## src/rtl/mf8_lsu.sv

```systemverilog
// mf8 load/store unit: handshaked data-RAM access with pointer addressing modes,
// ram_ready wait states and a bounded-timeout abort.
module mf8_lsu #(
  parameter int ADDR_W  = 16,
  parameter int DATA_W  = 8,
  parameter int DISP_W  = 6,
  parameter int TMO_CYC = 15
) (
  input  logic              Clk,
  input  logic              Reset_n,
  input  logic              req,
  input  logic              req_we,
  input  logic [1:0]        req_mode,
  input  logic [DISP_W-1:0] req_disp,
  input  logic [ADDR_W-1:0] ptr_in,
  input  logic [DATA_W-1:0] req_wdata,
  output logic              busy,
  output logic              done,
  output logic              err,
  output logic [DATA_W-1:0] rdata,
  output logic              ptr_wr,
  output logic [ADDR_W-1:0] ptr_out,
  output logic [ADDR_W-1:0] ram_addr,
  output logic              ram_read,
  output logic              ram_write,
  output logic [DATA_W-1:0] ram_wdata,
  input  logic [DATA_W-1:0] ram_datain,
  input  logic              ram_ready
);

  localparam int CNT_W = (TMO_CYC > 0) ? $clog2(TMO_CYC + 1) : 1;
  localparam logic [CNT_W-1:0] TMO_LIM = CNT_W'(TMO_CYC);

  typedef enum logic {IDLE, ACCESS} state_e;

  state_e            state_q, state_d;
  logic              done_q, done_d;
  logic              err_q, err_d;
  logic              ptr_wr_q, ptr_wr_d;
  logic              ptr_upd_q, ptr_upd_d;
  logic [DATA_W-1:0] rdata_q, rdata_d;
  logic [ADDR_W-1:0] ptr_out_q, ptr_out_d;
  logic [ADDR_W-1:0] ram_addr_q, ram_addr_d;
  logic              ram_read_q, ram_read_d;
  logic              ram_write_q, ram_write_d;
  logic [DATA_W-1:0] ram_wdata_q, ram_wdata_d;
  logic [CNT_W-1:0]  cnt_q, cnt_d;
  logic [ADDR_W-1:0] eff_addr;
  logic [ADDR_W-1:0] new_ptr;

  always_comb begin
    eff_addr = ptr_in;
    new_ptr  = ptr_in;
    unique case (req_mode)
      2'b01:   new_ptr = ptr_in + ADDR_W'(1);
      2'b10: begin
        eff_addr = ptr_in - ADDR_W'(1);
        new_ptr  = ptr_in - ADDR_W'(1);
      end
      2'b11:   eff_addr = ptr_in + ADDR_W'(req_disp);
      default: ;
    endcase
  end

  always_comb begin
    state_d     = state_q;
    done_d      = 1'b0;
    err_d       = 1'b0;
    ptr_wr_d    = 1'b0;
    ptr_upd_d   = ptr_upd_q;
    rdata_d     = rdata_q;
    ptr_out_d   = ptr_out_q;
    ram_addr_d  = ram_addr_q;
    ram_read_d  = ram_read_q;
    ram_write_d = ram_write_q;
    ram_wdata_d = ram_wdata_q;
    cnt_d       = cnt_q;
    unique case (state_q)
      IDLE: begin
        ram_read_d  = 1'b0;
        ram_write_d = 1'b0;
        if (req) begin
          state_d     = ACCESS;
          ram_addr_d  = eff_addr;
          ram_wdata_d = req_wdata;
          ram_read_d  = ~req_we;
          ram_write_d = req_we;
          ptr_out_d   = new_ptr;
          ptr_upd_d   = req_mode[0] ^ req_mode[1];
          cnt_d       = '0;
        end
      end
      ACCESS: begin
        // A ready arriving in the same cycle the counter hits the limit wins.
        if (ram_ready) begin
          state_d     = IDLE;
          ram_read_d  = 1'b0;
          ram_write_d = 1'b0;
          done_d      = 1'b1;
          ptr_wr_d    = ptr_upd_q;
          if (ram_read_q) rdata_d = ram_datain;
        end else if (TMO_CYC != 0 && cnt_q == TMO_LIM) begin
          state_d     = IDLE;
          ram_read_d  = 1'b0;
          ram_write_d = 1'b0;
          done_d      = 1'b1;
          err_d       = 1'b1;
          rdata_d     = '0;
        end else if (TMO_CYC != 0) begin
          cnt_d = cnt_q + CNT_W'(1);
        end
      end
      default: state_d = IDLE;
    endcase
  end

  always_ff @(posedge Clk or negedge Reset_n) begin
    if (!Reset_n) begin
      state_q     <= IDLE;
      done_q      <= 1'b0;
      err_q       <= 1'b0;
      ptr_wr_q    <= 1'b0;
      ptr_upd_q   <= 1'b0;
      rdata_q     <= '0;
      ptr_out_q   <= '0;
      ram_addr_q  <= '0;
      ram_read_q  <= 1'b0;
      ram_write_q <= 1'b0;
      ram_wdata_q <= '0;
      cnt_q       <= '0;
    end else begin
      state_q     <= state_d;
      done_q      <= done_d;
      err_q       <= err_d;
      ptr_wr_q    <= ptr_wr_d;
      ptr_upd_q   <= ptr_upd_d;
      rdata_q     <= rdata_d;
      ptr_out_q   <= ptr_out_d;
      ram_addr_q  <= ram_addr_d;
      ram_read_q  <= ram_read_d;
      ram_write_q <= ram_write_d;
      ram_wdata_q <= ram_wdata_d;
      cnt_q       <= cnt_d;
    end
  end

  assign busy      = (state_q == ACCESS);
  assign done      = done_q;
  assign err       = err_q;
  assign ptr_wr    = ptr_wr_q;
  assign rdata     = rdata_q;
  assign ptr_out   = ptr_out_q;
  assign ram_addr  = ram_addr_q;
  assign ram_read  = ram_read_q;
  assign ram_write = ram_write_q;
  assign ram_wdata = ram_wdata_q;

endmodule

```

## config.mk

```make
export PLATFORM = sky130hd
export DESIGN_NAME = mf8_lsu
export DESIGN_NICKNAME = d
export VERILOG_FILES = /design/src/rtl/mf8_lsu.sv
export SDC_FILE = /design/constraint.sdc
export NUM_CORES = 1
export LEC_CHECK = 0
export BUFFER_PORTS_ARGS = -buffer_cell sky130_fd_sc_hd__clkbuf_2
export CAP_MARGIN = 30
export CORE_MARGIN = 10
export CORE_UTILIZATION = 45
export DETAILED_ROUTE_END_ITERATION = 8
export PLACE_DENSITY = 0.79
export SYNTH_ARGS = -nofsm -noshare
export SYNTH_HDL_FRONTEND = slang
export SYNTH_SLANG_ARGS = --single-unit
```

## constraint.sdc

```tcl
create_clock -name Clk -period 2.6 [get_ports Clk]
set_input_delay 0.78 -clock Clk [delete_from_list [all_inputs] [get_ports Clk]]
set_output_delay 0.78 -clock Clk [all_outputs]
set_load 0.05 [all_outputs]
```

==> impl_metrics.env, run 1 <==
export IMPL_io_pins=99
export IMPL_fmax_mhz=408
export IMPL_wl_per_cell_um=17.2
export IMPL_ys_types=57
export IMPL_worst_hold_slack_ns=0.477
export IMPL_critPathSlowestCell="fa_1"
export IMPL_synth_top_cells_by_area="dfrtp_1 (38%), nand2_1 (8.6%), o21ai_0 (6.7%)"
export IMPL_hpwlAfterDp_mm=9.31
export IMPL_p_leak_nw=2.36
export IMPL_grt_pass1_wl_mm=19.9
export IMPL_arrival_ns=2.67
export IMPL_cts_tree="built"
export IMPL_synthArstFlopShare_pct=100
export IMPL_seq_area_frac_synth_pct=38.2
export IMPL_clock_sinks=59
export IMPL_worst_pin_slew_ns=0.773
export IMPL_wirelength_mm=12.2
export IMPL_core_rowCount=33
export IMPL_syn_avg_cell_area_um2=8.08
export IMPL_placed_cells=693
export IMPL_die_w_um=113
export IMPL_hold_class="reg -> reg"
export IMPL_start_kind="input pin"
export IMPL_first_iter_violations=363
export IMPL_post_route_util_pct=59.9
export IMPL_p_per_area_nw_per_um2=788
export IMPL_ant_nets=0
export IMPL_cts_resized=0
export IMPL_setup_viol_count_final=0
export IMPL_hold_viol=0
export IMPL_finish_instance_area_um2=4970
export IMPL_synth_common_cells="nand2_1 (88), dfrtp_1 (59), o21ai_0 (52)"
export IMPL_antenna_found_initial=0
export IMPL_grt_max_degree=60
export IMPL_io_buffers=98
export IMPL_synth_fp_nets=536
export IMPL_synth_top_area_cell="dfrtp_1"
export IMPL_drt_pass1_iter_count=5
export IMPL_clockBufferDepth=2
export IMPL_grt_pass1_vias=3833
export IMPL_max_stage_delay_ns=0.37
export IMPL_synth_edf_count=0
export IMPL_htree_num_levels=3
export IMPL_fin_cells=709
export IMPL_postCtsSetupBuffers=0
export IMPL_synth_yosys_warnings=0
export IMPL_vdd_drop_max_mv=0.311
export IMPL_die_h_um=113
export IMPL_gp_congestion=0.884
export IMPL_grt_use_total_pct=18.7
export IMPL_synth_area_um2=3860
export IMPL_fillers=762
export IMPL_r2r_slack_ns=0.98
export IMPL_crit_required_ns=2.81
export IMPL_finalClockSkew_ns=0.0136
export IMPL_num_antenna_cells=0
export IMPL_clkLatencyLatePin_ns=0.35
export IMPL_timing_final_crit_share_pct=94.4
export IMPL_critical_path_class="in -> reg"
export IMPL_timing_final_crit_period_ns=2.45
export IMPL_die_area_um2=12700
export IMPL_worstSetupEndpointType="register"
export IMPL_clk_pin_slew_worst_paths_ns=0.07
export IMPL_cts_root_buffer="clkbuf_8"
export IMPL_cp_cell_sequence="clkbuf_2 -> ha_1 -> inv_1 -> fa_1 -> nor2b_1 -> o31a_1 -> o221ai_1 -> xnor2_1 -> a221oi_1 -> o21ai_0"
export IMPL_postCtsHoldBufs=0
export IMPL_grt_overflow_total=0
export IMPL_total_power_mw=3.92
export IMPL_drv_slew=0
export IMPL_synth_seq_cells=59
export IMPL_status="finished clean"
export IMPL_vias_per_cell=5.59
export IMPL_synth_most_common_cell="nand2_1"
export IMPL_num_vias=3960
export IMPL_cts_buffers=9
export IMPL_initial_core_util_pct=46.5
export IMPL_synth_top_area_share_pct=38.2
export IMPL_drive_above_1_share_pct=29.8
export IMPL_syn_inst=478
export IMPL_syn_to_final_growth_pct=28.8
export IMPL_ys_flop_type="dfrtp_1"
export IMPL_rsz0062_at_grt="no"
export IMPL_cap_violations=0
export IMPL_core_area_um2=8300
export IMPL_slew_headroom_pct=48.5
export IMPL_crit_fanout=4
export IMPL_placed_area_um2=4730
export IMPL_drcViolationCount=0
export IMPL_num_nets_final=657
cells by family after synthesis:
logic type	after synthesis	share of synthesized area, %
multiplexers	4	1.07
XOR/XNOR	20	4.54
flip-flops	59	38.2
AND/OR/NAND/NOR	195	24.7
AO/OA/AOI/OAI	135	21.5
adder cells (fa/ha/maj)	13	4.41
buffers and inverters	52	5.64
final timing paths:
kind / from / endpoint / cells after the start
min in group asynchronous: Reset_n / ram_addr[9]$_DFFE_PN0P_ / 2
max in group asynchronous: Reset_n / rdata[4]$_DFFE_PN0P_ / 2
max: ptr_in[0] / ram_addr[10]$_DFFE_PN0P_ / 10
min reg2reg: ram_wdata[6]$_DFFE_PN0P_ / ram_wdata[6]$_DFFE_PN0P_ / 2
min: ram_wdata[6]$_DFFE_PN0P_ / ram_wdata[6]$_DFFE_PN0P_ / 2
max reg2reg: busy$_DFF_PN0_ / ram_addr[7]$_DFFE_PN0P_ / 4
where the power goes:
part,internal (mW),switching (mW),leakage (nW)
Sequential,1.13,0.130,0.728
Clock,0.665,0.410,0.123
Combinational,0.404,1.18,1.51
worst max-delay path, delay by kind of cell:
kind / cells / cell delay (ns)
adder cells (fa/ha/maj): 2 / 0.56
XOR/XNOR: 1 / 0.18
AO/OA/AOI/OAI: 4 / 0.79
buffers and inverters: 2 / 0.19
AND/OR/NAND/NOR: 1 / 0.16
per-stage QoR:
step                      setup WS [ns]  TNS (ns)
after floorplan                 0.00549         0
after global placement           -0.150     -1.31
after detailed placement         -0.214     -1.71
after CTS                         0.173         0
after global routing             0.0202         0
final                             0.146         0
per-layer routing:
layer	track usage (%)	vias to the layer above	share of wire, %
met5	0	-	0
met4	5.25	0	0.82
met3	4.37	14	7.3
met2	28.9	156	45
met1	25.4	1844	46
li1	-	1946	-
flip-flops by register name (all words and copies together), names as in the netlist:
name and cells:
ptr_out 16, ram_read 1, cnt_q 4, done 1
busy 1, ram_wdata 8, ram_addr 16, ptr_upd_q 1
rdata 8, ram_write 1, err 1, ptr_wr 1
cells in the final DEF (no fill, tap or decap), drive strengths merged, types with 6 or more instances in the layout:
cell and instances:
o21ai 52, dfrtp 59, a221oi 7, nand3 16, a21oi 27, ha 12
a211oi 6, and3 8, buf 53, a31oi 10, clkbuf 108, nand4 9
nor2 32, inv 12, xnor2 15, nand2 88
final cells by class:
class | count | area (µm²) | share of cell area (%)
Clock buffer | 10 | 138 | 2.77
Clock inverter | 6 | 111 | 2.24
Inverter | 11 | 41.3 | 0.830
Multi-Input combinational cell | 367 | 2180 | 43.7
Sequential cell | 59 | 1480 | 29.7
Tap cell | 105 | 131 | 2.64
Timing Repair Buffer | 151 | 901 | 18.1
No activity file was read; power rests on OpenSTA's default activity.
==> inputs of run 2 (changes only) <==
--- a/config.mk
+++ b/config.mk
@@ -5,11 +5,12 @@
 export SDC_FILE = /design/constraint.sdc
 export NUM_CORES = 1
 export LEC_CHECK = 0
-export BUFFER_PORTS_ARGS = -buffer_cell sky130_fd_sc_hd__clkbuf_2
+export BUFFER_PORTS_ARGS = -buffer_cell sky130_fd_sc_hd__buf_2
 export CAP_MARGIN = 30
 export CORE_MARGIN = 10
 export CORE_UTILIZATION = 45
 export DETAILED_ROUTE_END_ITERATION = 8
+export GPL_ROUTABILITY_DRIVEN = 0
 export PLACE_DENSITY = 0.79
 export SYNTH_ARGS = -nofsm -noshare
 export SYNTH_HDL_FRONTEND = slang
==> run 2 against run 1 <==
Global-route usage decreased by 0.18 points; fmax increased by 1.1%; sequential share of layout area increased by 0.43 points; wire length decreased by 0.58%; die area unchanged; sequential cell count unchanged; combinational power about the same; design area decreased by 1.4%; sequential power about the same; highest routed layer unchanged.
==> impl_metrics.env, run 2 (synthesis results as in run 1) <==
export IMPL_antenna_found_initial=0
export IMPL_r2r_end="ram_addr[6]$_DFFE_PN0P_"
export IMPL_wirelength_mm=12.1
export IMPL_htree_num_levels=3
export IMPL_clkLatencyLatePin_ns=0.34
export IMPL_vias_per_cell=5.93
export IMPL_io_pins=99
export IMPL_clock_sinks=59
export IMPL_grt_overflow_total=0
export IMPL_die_w_um=113
export IMPL_critical_path_class="in -> reg"
export IMPL_grt_pass1_vias=4052
export IMPL_num_vias=4174
export IMPL_multi_input_area_um2=2180
export IMPL_crit_fanout=6
export IMPL_layout_commonest_cell="buf_2"
export IMPL_status="finished clean"
export IMPL_num_nets_final=652
export IMPL_die_area_um2=12700
export IMPL_slew_headroom_pct=62.4
export IMPL_fin_cells=704
export IMPL_hpwlAfterDp_mm=8.98
export IMPL_hold_class="in -> async"
export IMPL_die_h_um=113
export IMPL_syn_to_final_growth_pct=27.0
export IMPL_start_kind="input pin"
export IMPL_hold_viol=0
export IMPL_num_antenna_cells=0
export IMPL_core_rowCount=33
export IMPL_clk_pin_slew_worst_paths_ns=0.08
export IMPL_placed_cells=688
export IMPL_p_per_area_nw_per_um2=770
export IMPL_finalWorstSetupSlack_ns=0.174
export IMPL_cts_tree="built"
export IMPL_tns_ns=0
export IMPL_worstSetupEndpointType="register"
export IMPL_finalClockSkew_ns=0.00844
export IMPL_final_cell_mix="buf_2 (98), nand2_1 (88), dfrtp_1 (59)"
export IMPL_fillers=749
export IMPL_timing_final_crit_period_ns=2.43
export IMPL_fmax_mhz=412
export IMPL_rsz0062_at_grt="no"
export IMPL_crit_required_ns=2.83
export IMPL_cts_root_buffer="clkbuf_8"
export IMPL_io_buffers=98
export IMPL_worst_pin_slew_ns=0.559
export IMPL_drv_slew=0
export IMPL_arrival_ns=2.65
export IMPL_timing_final_crit_share_pct=93.3
export IMPL_p_leak_nw=2.32
export IMPL_wl_per_cell_um=17.2
export IMPL_grt_max_degree=31
export IMPL_drcViolationCount=0
export IMPL_cap_violations=0
export IMPL_worst_hold_slack_ns=0.415
export IMPL_postCtsHoldBufs=0
export IMPL_vdd_drop_max_mv=0.301
export IMPL_drive_above_1_share_pct=29.2
export IMPL_reg2reg_depth=4
export IMPL_grt_pass1_wl_mm=19.9
export IMPL_cts_buffers=9
export IMPL_grt_use_total_pct=18.5
export IMPL_ant_nets=0
export IMPL_total_power_mw=3.78
export IMPL_setup_viol_count_final=0
export IMPL_core_area_um2=8300
export IMPL_worstReg2RegStart="busy$_DFF_PN0_"
export IMPL_clockBufferDepth=2
export IMPL_r2r_slack_ns=0.95
export IMPL_initial_core_util_pct=46.5
export IMPL_first_iter_violations=472
export IMPL_postCtsSetupBuffers=0
export IMPL_cts_resized=0
export IMPL_drt_pass1_iter_count=6
export IMPL_pre_cts_ws_ns=-0.156
export IMPL_seq_area_um2=1480
run 2: changes by cell type in the layout (fill, tap and decap cells not counted), sizes merged:
cell / change
clkbuf: -99
buf: +93
clkinv: +2
bufinv: -1
run 2: per-layer routing:
layer  share of wire (%)  global-route usage [%]
met1                  41                    23.5
met2                  45                    28.7
met3                  11                    5.11
met4                 2.9                    8.04
met5                   0                       0
run 2: worst max-delay path: stages:
cell and delay (ns):
buf_2 0.14, ha_1 0.17, inv_1 0.06, fa_1 0.37, nor2b_1 0.16, o31a_1 0.23
o221ai_1 0.17, xnor2_1 0.16, a221oi_1 0.31, o21ai_0 0.11
run 2: worst max-delay path by stage:
| stage | slack, ns | cells after the start | start | endpoint |
|---|---|---|---|---|
| after CTS | 0.21 | 10 | ptr_in[0] | ram_addr[10]$_DFFE_PN0P_ |
| final | 0.17 | 10 | ptr_in[0] | ram_addr[10]$_DFFE_PN0P_ |
| after global routing | 0.03 | 10 | ptr_in[0] | ram_addr[10]$_DFFE_PN0P_ |
| after detailed placement | -0.16 | 10 | ptr_in[0] | ram_addr[10]$_DFFE_PN0P_ |
| after floorplan | 0.005 | 10 | ptr_in[1] | ram_addr[12]$_DFFE_PN0P_ |
| after global placement | -0.07 | 9 | ptr_in[0] | ptr_out[14]$_DFFE_PN0P_ |
run 2: power breakdown:
group | internal, mW | switching (mW)
logic | 0.406 | 1.19
clock network | 0.538 | 0.403
registers | 1.13 | 0.115
total | 2.07 | 1.70
run 2: layout make-up:
class                   count  area share [%]
clock buffers               9            2.53
flip-flops and latches     59            30.1
well taps                 105            2.68
inverters                  11           0.842
multi-input cells         367            44.4
repair buffers            146            17.6
clock inverters             7            1.86
run 2: metrics by stage:
stage	area [µm²]	utilization, %
after global placement	4690	56.5
after floorplan	3870	-
final	4900	59.1
after global routing	4900	59.1
after CTS	4900	59.1
after detailed placement	4690	56.5
==> inputs of run 3 (changes only) <==
--- a/config.mk
+++ b/config.mk
@@ -6,12 +6,13 @@
 export NUM_CORES = 1
 export LEC_CHECK = 0
 export BUFFER_PORTS_ARGS = -buffer_cell sky130_fd_sc_hd__buf_2
-export CAP_MARGIN = 30
+export CAP_MARGIN = 20
 export CORE_MARGIN = 10
 export CORE_UTILIZATION = 45
 export DETAILED_ROUTE_END_ITERATION = 8
 export GPL_ROUTABILITY_DRIVEN = 0
 export PLACE_DENSITY = 0.79
+export REMOVE_ABC_BUFFERS = 1
 export SYNTH_ARGS = -nofsm -noshare
 export SYNTH_HDL_FRONTEND = slang
 export SYNTH_SLANG_ARGS = --single-unit
==> run 3 against run 2 <==
Fmax decreased by 0.89%; first-iteration DRC count is 12% lower; non-clock buffer count fell by 1; worst setup slack got worse by 0.022 ns; worst hold slack better by 0.022 ns; clock-buffer cell count is 3 higher; sequential cell count unchanged; highest routed layer unchanged; sequential power about the same; clock skew hardly changed; largest power group unchanged; design area shrank 0.28%; combinational power is essentially flat; clock power is 18% lower.
==> impl_metrics.env, run 3 (synthesis results as in run 1) <==
export IMPL_switching_power_mw=1.68
export IMPL_rsz0062_at_grt="no"
export IMPL_power_share_combinational_pct=44.3
export IMPL_grt_max_degree=60
export IMPL_grt_pass1_wl_mm=19.8
export IMPL_worst_pin_slew_ns=0.599
export IMPL_crit_fanout=5
export IMPL_ant_nets=0
export IMPL_placed_area_um2=4700
export IMPL_clockPowerShare_pct=21.3
export IMPL_cap_violations=0
export IMPL_cts_tree="built"
export IMPL_postCtsHoldBufs=0
export IMPL_p_per_area_nw_per_um2=740
export IMPL_slew_headroom_pct=60.1
export IMPL_wirelength_mm=12.1
export IMPL_grt_pass1_vias=4029
export IMPL_die_w_um=113
export IMPL_critical_path_class="in -> reg"
export IMPL_num_nets_final=651
export IMPL_fmax_mhz=409
export IMPL_worstReg2RegStart="busy$_DFF_PN0_"
export IMPL_arrival_ns=2.65
export IMPL_hold_viol=0
export IMPL_drive_above_1_share_pct=28.9
export IMPL_timing_final_crit_share_pct=94.1
export IMPL_clock_sinks=59
export IMPL_antenna_found_initial=0
export IMPL_status="finished clean"
export IMPL_grt_overflow_total=0
export IMPL_reg2reg_depth=3
export IMPL_cts_root_buffer="clkbuf_8"
export IMPL_final_cell_mix="buf_2 (98), nand2_1 (88), dfrtp_1 (59)"
export IMPL_r2r_slack_ns=0.98
export IMPL_htree_num_levels=3
export IMPL_p_int_mw=1.94
export IMPL_start_kind="input pin"
export IMPL_hold_class="in -> async"
export IMPL_cts_buffers=9
export IMPL_num_vias=4014
export IMPL_grt_use_total_pct=18.8
export IMPL_drv_slew=0
export IMPL_p_leak_nw=2.30
export IMPL_io_buffers=98
export IMPL_finish_instance_area_um2=4890
export IMPL_io_pins=99
export IMPL_setup_viol_count_final=0
export IMPL_core_area_um2=8300
export IMPL_die_h_um=113
export IMPL_clockBufferDepth=2
export IMPL_worstSetupEndpointType="register"
export IMPL_finalClockSkew_ns=0.00840
export IMPL_drcViolationCount=0
export IMPL_netSwitchingFraction_pct=46.4
export IMPL_drt_pass1_iter_count=6
export IMPL_die_area_um2=12700
export IMPL_seq_power_share_pct=34.4
export IMPL_syn_to_final_growth_pct=26.6
export IMPL_num_antenna_cells=0
export IMPL_crit_required_ns=2.80
export IMPL_vdd_drop_max_mv=0.275
export IMPL_clk_pin_slew_worst_paths_ns=0.07
export IMPL_first_iter_violations=416
export IMPL_layout_commonest_cell="buf_2"
export IMPL_timing_final_crit_period_ns=2.45
export IMPL_hpwlAfterDp_mm=9.19
export IMPL_wl_per_cell_um=17.3
export IMPL_worst_hold_slack_ns=0.437
export IMPL_vias_per_cell=5.71
export IMPL_clkLatencyLatePin_ns=0.34
export IMPL_initial_core_util_pct=46.5
export IMPL_r2r_end="ptr_out[14]$_DFFE_PN0P_"
export IMPL_core_rowCount=33
-- run 3: cell types whose count changed in the layout (fill, tap and decap cells not counted), sizes merged --
| cell | delta |
|---|---|
| inv | -1 |
| clkinvlp | +1 |
| clkbuf | +3 |
| bufinv | -2 |
| clkinv | -1 |
| buf | -1 |
-- run 3: how the worst max path moves through the flow --
stage,cells past startpoint,slack (ns),endpoint,from
after floorplan,8,0.08,ptr_out[8]$_DFFE_PN0P_,ptr_in[1]
after global placement,9,-0.1,ram_addr[8]$_DFFE_PN0P_,ptr_in[1]
after detailed placement,10,-0.20,ram_addr[10]$_DFFE_PN0P_,ptr_in[0]
after CTS,10,0.16,ram_addr[10]$_DFFE_PN0P_,ptr_in[0]
after global routing,10,0.03,ram_addr[10]$_DFFE_PN0P_,ptr_in[0]
final,10,0.15,ram_addr[10]$_DFFE_PN0P_,ptr_in[0]
-- run 3: repair_timing --
item	in CTS	in global routing
resized for setup	0	1
endpoints found under the setup margin	0	1
buffers inserted	0	0
-- run 3: power by group through the flow --
stage | logic (mW) | registers, mW | clock network (mW)
floorplan | 0.380 | 1.96 | 0
global placement | 1.58 | 1.25 | 0
detailed placement | 1.61 | 1.26 | 0
CTS | 1.61 | 1.25 | 0.787
global route | 1.71 | 1.27 | 0.833
finish | 1.60 | 1.25 | 0.772
-- run 3: layout make-up --
type	count	area, µm²
clock buffer	12	155
clock inverter	4	25.0
fill	744	3410
inverter	11	41.3
multi-input combinational	367	2180
sequential	59	1480
tap	105	131
timing repair buffer	145	881
-- run 3: routing by layer --
metal / up-vias / part of all wire (%) / global-route usage, %
met3: 27 / 11 / 4.79
met1: 1853 / 40 / 22.8
li1: 1920 / - / -
met4: 0 / 2.1 / 7.95
met2: 214 / 47 / 30.7
met5: - / 0 / 0
-- run 3: metrics by stage --
| stage | utilization (%) | instances | worst slack, ns | total power, mW | TNS (ns) |
|---|---|---|---|---|---|
| floorplan | - | 437 | 0.0815 | 2.34 | 0 |
| global placement | 56.7 | 687 | -0.0972 | 2.83 | -0.582 |
| detailed placement | 56.7 | 687 | -0.198 | 2.87 | -1.31 |
| finish | 58.9 | 703 | 0.152 | 3.62 | 0 |
| CTS | 58.8 | 703 | 0.159 | 3.65 | 0 |
| global route | 58.9 | 703 | 0.0320 | 3.82 | 0 |
-- run 3: worst max-delay path, cell delays in order --
cell,delay (ns)
buf_2,0.12
ha_1,0.19
inv_1,0.06
fa_1,0.38
nor2b_1,0.19
o31a_1,0.23
o221ai_1,0.17
xnor2_1,0.18
a221oi_2,0.23
o21ai_0,0.10
